<file path="src/rtl/video_capture.sv">
// Video-to-SDRAM frame writer: captures active pixels of each enabled frame and
// writes them as 32-bit words in raster order through a Wishbone classic master.
module video_capture #(
    parameter int unsigned HDISP      = 800,
    parameter int unsigned VDISP      = 480,
    parameter int unsigned FIFO_DEPTH = 16,
    parameter logic [31:0] BASE_ADR   = 32'h0
) (
    input  logic        pixel_clk,
    input  logic        pixel_rst_n,
    input  logic        enable,
    input  logic        vid_hs,
    input  logic        vid_vs,
    input  logic        vid_blank,
    input  logic [23:0] vid_rgb,
    output logic        wshb_cyc,
    output logic        wshb_stb,
    output logic        wshb_we,
    output logic [31:0] wshb_adr,
    output logic [31:0] wshb_dat_ms,
    output logic [3:0]  wshb_sel,
    output logic [2:0]  wshb_cti,
    output logic [1:0]  wshb_bte,
    input  logic        wshb_ack,
    output logic        frame_done,
    output logic        overflow,
    output logic        busy
);

    localparam int unsigned NPIX = HDISP * VDISP;
    localparam int unsigned CW   = $clog2(NPIX + 1);
    localparam int unsigned AW   = $clog2(FIFO_DEPTH);

    typedef enum logic [0:0] {StIdle, StWrite} state_e;

    // Horizontal sync carries no information for a linear framebuffer.
    logic unused_hs;
    assign unused_hs = vid_hs;

    // Capture side
    logic          vs_prev_q, vs_armed_q, capturing_q, sof_pend_q, overflow_q;
    logic [CW-1:0] cnt_q;
    logic          frame_start, accept, push, pop;
    logic [25:0]   entry;

    // vs_armed_q blocks a spurious start when VS is already low at reset release.
    assign frame_start = vs_armed_q & vs_prev_q & ~vid_vs;
    assign accept      = capturing_q & vid_blank & (cnt_q < CW'(NPIX));
    assign entry       = {sof_pend_q, (cnt_q == CW'(NPIX - 1)), vid_rgb};

    // FIFO
    logic [25:0]   mem_q [FIFO_DEPTH];
    logic [AW-1:0] wr_ptr_q, rd_ptr_q;
    logic [AW:0]   count_q;
    logic          full, empty;
    logic [25:0]   head;

    assign full  = (count_q == (AW + 1)'(FIFO_DEPTH));
    assign empty = (count_q == '0);
    assign head  = mem_q[rd_ptr_q];
    // A pop in the same cycle frees a slot, so a full FIFO can still take the pixel.
    assign push  = accept & (~full | pop);

    always_ff @(posedge pixel_clk or negedge pixel_rst_n) begin
        if (!pixel_rst_n) begin
            vs_prev_q   <= 1'b1;
            vs_armed_q  <= 1'b0;
            capturing_q <= 1'b0;
            sof_pend_q  <= 1'b0;
            overflow_q  <= 1'b0;
            cnt_q       <= '0;
        end else begin
            vs_prev_q  <= vid_vs;
            vs_armed_q <= vs_armed_q | vid_vs;
            if (frame_start) begin
                capturing_q <= enable;
                cnt_q       <= '0;
                sof_pend_q  <= 1'b1;
            end else begin
                if (accept) cnt_q <= cnt_q + CW'(1);
                if (push) sof_pend_q <= 1'b0;
            end
            if (accept && !push) overflow_q <= 1'b1;
        end
    end

    always_ff @(posedge pixel_clk) begin
        if (push) mem_q[wr_ptr_q] <= entry;
    end

    always_ff @(posedge pixel_clk or negedge pixel_rst_n) begin
        if (!pixel_rst_n) begin
            wr_ptr_q <= '0;
            rd_ptr_q <= '0;
            count_q  <= '0;
        end else begin
            if (push) wr_ptr_q <= wr_ptr_q + AW'(1);
            if (pop) rd_ptr_q <= rd_ptr_q + AW'(1);
            if (push && !pop) count_q <= count_q + (AW + 1)'(1);
            else if (pop && !push) count_q <= count_q - (AW + 1)'(1);
        end
    end

    // Writer
    state_e      state_q, state_d;
    logic [31:0] adr_q, adr_d, dat_q, dat_d;
    logic        cyc_q, cyc_d, eof_q, eof_d, done_q, done_d;

    always_comb begin
        state_d = state_q;
        adr_d   = adr_q;
        dat_d   = dat_q;
        cyc_d   = cyc_q;
        eof_d   = eof_q;
        done_d  = 1'b0;
        pop     = 1'b0;
        unique case (state_q)
            StIdle: begin
                if (!empty) begin
                    pop     = 1'b1;
                    state_d = StWrite;
                end
            end
            StWrite: begin
                if (wshb_ack) begin
                    done_d = eof_q;
                    if (!empty) begin
                        pop = 1'b1;
                    end else begin
                        cyc_d   = 1'b0;
                        state_d = StIdle;
                    end
                end
            end
            default: state_d = StIdle;
        endcase
        if (pop) begin
            cyc_d = 1'b1;
            adr_d = head[25] ? BASE_ADR : adr_q + 32'd4;
            dat_d = {8'h00, head[23:0]};
            eof_d = head[24];
        end
    end

    always_ff @(posedge pixel_clk or negedge pixel_rst_n) begin
        if (!pixel_rst_n) begin
            state_q <= StIdle;
            adr_q   <= BASE_ADR;
            dat_q   <= '0;
            cyc_q   <= 1'b0;
            eof_q   <= 1'b0;
            done_q  <= 1'b0;
        end else begin
            state_q <= state_d;
            adr_q   <= adr_d;
            dat_q   <= dat_d;
            cyc_q   <= cyc_d;
            eof_q   <= eof_d;
            done_q  <= done_d;
        end
    end

    assign wshb_cyc    = cyc_q;
    assign wshb_stb    = cyc_q;
    assign wshb_we     = cyc_q;
    assign wshb_adr    = adr_q;
    assign wshb_dat_ms = dat_q;
    assign wshb_sel    = 4'hF;
    assign wshb_cti    = 3'b000;
    assign wshb_bte    = 2'b00;
    assign frame_done  = done_q;
    assign overflow    = overflow_q;
    assign busy        = capturing_q | ~empty | cyc_q;

endmodule

</file>
<file path="config.mk">
export PLATFORM = sky130hd
export DESIGN_NAME = video_capture
export DESIGN_NICKNAME = d
export VERILOG_FILES = /design/src/rtl/video_capture.sv
export SDC_FILE = /design/constraint.sdc
export NUM_CORES = 1
export LEC_CHECK = 0
export BUFFER_PORTS_ARGS = -buffer_cell sky130_fd_sc_hd__buf_2
export CORE_MARGIN = 8
export CORE_UTILIZATION = 42
export DETAILED_ROUTE_END_ITERATION = 6
export GPL_ROUTABILITY_DRIVEN = 0
export MAX_ROUTING_LAYER = met4
export PLACE_DENSITY = 0.56
export SLEW_MARGIN = 20
export SYNTH_ARGS = -nofsm -noshare
export SYNTH_HDL_FRONTEND = slang
export SYNTH_SLANG_ARGS = --single-unit
</file>
<file path="constraint.sdc">
create_clock -name pixel_clk -period 4.51 [get_ports pixel_clk]
set_input_delay 0.902 -clock pixel_clk [delete_from_list [all_inputs] [get_ports pixel_clk]]
set_output_delay 0.902 -clock pixel_clk [all_outputs]
set_load 0.01 [all_outputs]
</file>
==> results.tsv, run 1 <==
metric	value	unit
Clock Root Buffer	clkbuf_16	
Num CTS Buffers	53	
initial antenna violation count	0	
Peak VDD IR	0.375	mV
combinational share of power	0.233	
cell count after synthesis	1098	
WP data required	3.61	ns
Worst Path Max Fanout	6	
Worst-Skew Late Latency	0.62	ns
CTS max path bufs	3	
IO Pins	110	
die area	0.0558	mm2
Finish-stage setup viols	0	
Flop pwr share	0.442	
total core area	0.0478	mm2
DP HPWL	25900	um
First DRT Iteration DRCs	762	
Slew headroom	0.492	
Post-synth EDFFs	416	
worst endpoint data arrival time	2.26	ns
CTS HTree Levels	2	
Hold-fix buffers, CTS	0	
crit path capture type	output port	
switching part of the total	0.291	
most common flop cell mapped by yosys	edfxtp_1	
Tot GR Track Use	0.165	
Hold Slack	0.321	ns
Tmin final	3.16	ns
# DRC	0	
CTS tree	yes	
WS Path Type	reg2out	
Routed WL	44900	um
dpl cells	1786	
post-CTS sizing	0	
Tightest Hold Check Type	in2async	
Final period util	0.700	
Int Power	0.00959	W
Final ANT Viol Nets	0	
die width	236	um
maximum clock frequency	317	MHz
critical path startpoint category	register	
die height	236	um
first-pass GRT wire length	68300	um
clock sink count	511	
Sw Pwr	0.00393	W
Max Cap Viol	0	
async set-reset flop share out of synthesis	0.186	
Std-Cell Rows	80	
Final nets	1269	
Congestion Overflow GR	0	
Mapped Area	0.0204	mm2
area grow syn2layout	15.1	%
vias	10300	
final hold vios	0	
post-CTS setup buffer count	0	
Final Util	0.490	
PwrDens	576	mW/mm2
Worst-path clk slew	0.06	ns
Warnings, synthesis	0	
input/output buffers	89	
final slew viol count	0	
Final Skew	0.0405	ns
fin cells	1884	
leakage power	8.22	nW
# diodes	0	
DR pass1 iterations	5	
Yosys cell types	57	
setup_tns	0	ns
final design area excluding fillers	0.0234	mm2
layout cell share with drive strength beyond 1	0.268	
vias per cell	5.47	
outcome	finished clean	
Initial Util	0.426	
placed instance area	0.0217	mm2
RSZ-0062 raised after global routing	false	
pin count of the biggest net entering global routing	61	
syn_area_per_cell	18.6	um2
synthesized flop and latch total	511	
DR WL/cell	23.8	um
Clk pwr share	0.325	
sequential share of the synthesized area	0.730	
vias in the first global route	10800	
actual slew at the worst max-slew pin	0.759	ns
==> worst max-delay path, cell delays in order, from the launching register on <==
cell and delay, ns:
dfrtp_1 0.45, or4_1 0.72, nor3_1 0.28, nand2b_1 0.08
buf_2 0.15
==> cells by family (layout without fill, tap and decap cells) <==
group / count (synthesis) / in the layout / share of synthesized area
flops: 511 / 511 / 0.730
simple gates: 218 / 218 / 0.0514
buf+inv: 80 / 234 / 0.0228
compound gates: 65 / 65 / 0.0254
fa+ha+maj: 12 / 12 / 0.00774
mux: 157 / 157 / 0.140
xor+xnor: 53 / 53 / 0.0228
other cells: 2 / 19 / 0.000369
==> metrics by stage <==
step | power, W | worst slack, ns
global placement | 0.00926 | 1.27
finish | 0.0135 | 1.35
global route | 0.0141 | 1.20
detailed placement | 0.00929 | 1.24
CTS | 0.0137 | 1.27
floorplan | 0.00826 | 0.492
==> power groups by stage <==
stage	clock network (W)	logic, W	registers [W]
after floorplan	0	0.00244	0.00582
after global placement	0	0.00320	0.00606
after detailed placement	0	0.00322	0.00607
after CTS	0.00451	0.00323	0.00598
after global routing	0.00468	0.00343	0.00603
final	0.00440	0.00315	0.00597
==> cell type report <==
cell class                      instances  area, um2
Tap cell                              615        769
Inverter                               10       37.5
Sequential cell                       511      14900
Clock buffer                           74       1440
Timing Repair Buffer                  126        788
Clock inverter                         24        318
Fill cell                            3936      24400
Multi-Input combinational cell        524       5220
==> cells in the mapped netlist, types with 2 or more instances <==
cell type / instances / area (um2)
a31oi_1: 2 / 12.5
nand3_1: 21 / 105
edfxtp_1: 416 / 12500
or3_1: 4 / 25.0
mux2_2: 3 / 33.8
nand4_1: 12 / 75.1
a21oi_1: 10 / 50.1
conb_1: 2 / 7.51
mux2i_1: 52 / 521
buf_1: 7 / 26.3
buf_6: 4 / 45.0
nor4_1: 6 / 37.5
ha_1: 11 / 138
and4_1: 5 / 43.8
buf_4: 31 / 233
a21o_1: 4 / 30.0
dfrtp_1: 94 / 2350
nand2_1: 58 / 218
nand2b_1: 6 / 37.5
o221ai_1: 27 / 236
and2_1: 4 / 25.0
inv_1: 9 / 33.8
clkbuf_1: 14 / 52.6
nor2_1: 62 / 233
and3_1: 13 / 81.3
xor2_1: 16 / 140
o21ai_0: 9 / 45.0
xnor2_1: 37 / 324
mux4_2: 102 / 2300
nor3_1: 17 / 85.1
buf_2: 14 / 70.1
==> flip-flops by register name, summed over array words and instances, names as in the netlist, 4 cells and up <==
| register | cells |
|---|---|
| count_q | 5 |
| mem_q | 416 |
| wr_ptr_q | 4 |
| cnt_q | 19 |
| wshb_adr | 30 |
| wshb_dat_ms | 24 |
| rd_ptr_q | 4 |
==> per-layer routing <==
| layer | up-vias | share of wire | track usage | routed length, um |
|---|---|---|---|---|
| li1 | 4572 | - | - | - |
| met1 | 5461 | 0.47 | 0.223 | 20900 |
| met2 | 211 | 0.48 | 0.259 | 21500 |
| met3 | 57 | 0.040 | 0.0309 | 1800 |
| met4 | 0 | 0.016 | 0.0388 | 703 |
| met5 | - | 0 | - | 0 |
==> final timing paths <==
path / from / to / slack [ns] / depth (start not counted)
setup / recovery: count_q[0] / busy / 1.35 / 4
hold / removal: pixel_rst_n / wshb_adr[5] / 0.32 / 1
setup reg to reg: cnt_q[10] / mem_q[14][10] / 1.64 / 7
hold reg to reg: vs_armed_q / vs_armed_q / 0.47 / 1
max in group asynchronous: pixel_rst_n / capturing_q / 3.32 / 2
min in group pixel_clk: vid_vs / vs_prev_q / 0.44 / 1
==> placed cells by master (no fill, tap or decap), types with 13 or more instances in the layout <==
cell type  Yosys  layout
and3_1        13      13
nand2_1       58      58
clkbuf_1      14      18
nor2_4         1      13
xor2_1        16      16
xnor2_1       37      37
dfrtp_1       94      91
buf_2         14      88
conb_1         2      19
nor3_1        17      13
nand3_1       21      21
edfxtp_1     416     416
buf_4         31      33
mux4_2       102     102
nor2_1        62      50
o221ai_1      27      27
clkbuf_16      0      53
mux2i_1       52      52
Power figures use the tool's default switching activity.
==> run 2, diff against run 1 <==
--- a/config.mk
+++ b/config.mk
@@ -11,7 +11,7 @@
 export DETAILED_ROUTE_END_ITERATION = 6
 export GPL_ROUTABILITY_DRIVEN = 0
 export MAX_ROUTING_LAYER = met4
-export PLACE_DENSITY = 0.56
+export PLACE_DENSITY = 0.59
 export SLEW_MARGIN = 20
 export SYNTH_ARGS = -nofsm -noshare
 export SYNTH_HDL_FRONTEND = slang
==> constraint.sdc (replaced) <==
create_clock -name pixel_clk -period 2.5 [get_ports pixel_clk]
set_input_delay 0.5 -clock pixel_clk [delete_from_list [all_inputs] [get_ports pixel_clk]]
set_output_delay 0.5 -clock pixel_clk [all_outputs]
set_load 0.01 [all_outputs]
==> run 2 against run 1 <==
Against the previous run: wire length down 3.5%; clock skew shrank 0.017 ns; count of clock-buffer cells in the layout down 9; flip-flop and latch count is the same; sequential power grew 78%; worst hold slack got worse by 0.27 ns; critical path depth stayed put; sequential share of layout area down 1.7 points; design area increased by 2.8%; critical endpoint unchanged; core utilization up 1.4 points; global-route usage is 0.55 points lower; largest power group unchanged.
==> results.tsv, run 2 (synthesis results as in run 1) <==
metric	value	unit	change
max FFs per register	416		unchanged
final hold vios	0		unchanged
Clk pwr share	0.300		-0.025
final design area excluding fillers	0.0241	mm2	+2.8%
Int Power	0.0174	W	+81%
Worst-Skew Late Latency	0.60	ns	-0.02 ns
PwrDens	1020	mW/mm2	+76%
Final nets	1306		+2.9%
layout cell share with drive strength beyond 1	0.296		+0.0284
First DRT Iteration DRCs	777		+2.0%
Hold Slack	0.0474	ns	-0.274 ns
Crit path depth	4		unchanged
critical path startpoint category	register		
vias	10400		+0.70%
Peak VDD IR	0.613	mV	+63%
Final Util	0.504		+0.0137
die height	236	um	unchanged
first-pass GRT wire length	67100	um	-1.8%
area grow syn2layout	18.3	%	
Max stage delay on crit path	0.51	ns	-0.21 ns
Worst Path Max Fanout	4		-2
setup_tns	0	ns	unchanged
Sw Pwr	0.00714	W	+82%
Most flops, register	mem_q		
# DRC	0		unchanged
final slew viol count	0		unchanged
Initial Util	0.426		unchanged
DP HPWL	26100	um	+0.79%
die width	236	um	unchanged
initial antenna violation count	1		+1
worst path buffer plus inverter count	1		unchanged
leakage power	8.46	nW	+3.0%
Congestion Overflow GR	0		unchanged
DR pass1 iterations	4		-1
Worst-path clk slew	0.06	ns	about the same
pin count of the biggest net entering global routing	42		-31%
Slew headroom	0.561		+0.0687
vias in the first global route	10800		+0.70%
Final period util	0.957		
maximum clock frequency	418	MHz	
outcome	finished clean		
crit path capture type	output port		
Final ANT Viol Nets	0		unchanged
Final Skew	0.0232	ns	-0.0172 ns
combinational share of power	0.269		+0.036
total core area	0.0478	mm2	unchanged
actual slew at the worst max-slew pin	0.657	ns	-0.102 ns
input/output buffers	89		unchanged
kind of cell adding the most delay to the critical path	simple AND/OR/NAND/NOR gates		
Tmin final	2.39	ns	
fillers	3941		+0.13%
Max Cap Viol	0		unchanged
IO Pins	110		unchanged
die area	0.0558	mm2	unchanged
placed instance area	0.0224	mm2	+3.2%
hold depth	1		
commonest non-fill, non-tap cell in the layout	edfxtp_1		
Crit-path slowest cell	or4_4		
CTS HTree Levels	2		unchanged
Flop pwr share	0.431		-0.011
vias per cell	5.40		-1.3%
switching part of the total	0.291		+0.000848
Std-Cell Rows	80		unchanged
Tot GR Track Use	0.160		-0.00554
Tightest Hold Check Type	in2reg		
clock sink count	511		unchanged
DR WL/cell	22.5	um	-5.4%
Finish-stage setup viols	0		unchanged
Routed WL	43300	um	-3.5%
commonest cells after routing, fill and taps aside	416 x edfxtp_1, 102 x mux4_2, 88 x buf_2, 87 x dfrtp_1, 58 x nand2_1		
CTS max path bufs	3		unchanged
WS Path Type	reg2out		
Num CTS Buffers	52		-1.9%
Clock Root Buffer	clkbuf_16		
WP data required	2.00	ns	-1.61 ns
CTS tree	yes		
RSZ-0062 raised after global routing	true		
worst endpoint data arrival time	1.89	ns	-0.37 ns
critical-path cell list	or4_4, nor3_4, nand2b_1, buf_2		
Worst R2R Path Depth	12		+5
-- run 2: changes by cell type in the layout (fill, tap and decap cells not counted), sizes merged, moves of 2 or more --
| cell | delta |
|---|---|
| clkbuf | -9 |
| clkinv | +13 |
| inv | -2 |
| bufinv | -4 |
| buf | +37 |
-- run 2: final cells by class --
type / instances / area (um2) / area share
multi-input cells: 524 / 5330 / 0.221
well taps: 615 / 769 / 0.0319
repair buffers: 164 / 1460 / 0.0607
clock inverters: 32 / 215 / 0.00893
inverters: 10 / 40.0 / 0.00166
clock buffers: 65 / 1390 / 0.0578
diodes: 1 / 2.50 / 0.000104
flip-flops and latches: 511 / 14900 / 0.618
-- run 2: metal layers --
layer  GRT usage  wire [um]
met5           -          0
met4      0.0436        788
met3      0.0304       2050
met2       0.246      20400
met1       0.217      20100
-- run 2: worst reg2reg max path, stage by stage (launching register included) --
cell,delay (ns)
dfrtp_2,0.41
buf_4,0.14
nor4_4,0.30
buf_4,0.17
a31oi_4,0.10
ha_4,0.20
inv_4,0.08
ha_4,0.20
a21o_1,0.19
a21oi_2,0.14
xnor2_1,0.12
nor2_1,0.07
xnor2_1,0.11
-- run 2: metrics by stage --
step,setup WS (ns),power (W),cells
finish,0.107,0.0245,1922
global route,-0.00148,0.0256,1922
CTS,-0.00917,0.0248,1919
detailed placement,0.0262,0.0174,1819
global placement,0.0208,0.0173,1819
floorplan,-0.0356,0.0150,1115
-- run 2: worst paths after layout --
kind / start / end / slack, ns
setup / recovery: count_q[3] / busy / 0.11
hold / removal: vid_vs / vs_prev_q / 0.05
setup reg to reg: count_q[0] / count_q[4] / 0.14
hold reg to reg: vs_armed_q / vs_armed_q / 0.47
max in group asynchronous: pixel_rst_n / wshb_dat_ms[15] / 1.43
min in group asynchronous: pixel_rst_n / cnt_q[6] / 0.43
-- run 2: power groups by stage --
| stage | clock network [W] | registers (W) | logic, W |
|---|---|---|---|
| 2_1_floorplan | 0 | 0.0105 | 0.00454 |
| 3_3_place_gp | 0 | 0.0107 | 0.00654 |
| 3_5_place_dp | 0 | 0.0108 | 0.00661 |
| 4_1_cts | 0.00755 | 0.0106 | 0.00667 |
| 5_1_grt | 0.00786 | 0.0106 | 0.00713 |
| 6_report | 0.00735 | 0.0106 | 0.00658 |
-- run 2: what timing repair did --
item,4_1_cts,5_1_grt
endpoints found under the setup margin,1,2
endpoints found under the hold margin,30,0
setup buffers,3,2
resized for setup,6,6
hold buffers,1,0
pin swaps,2,6
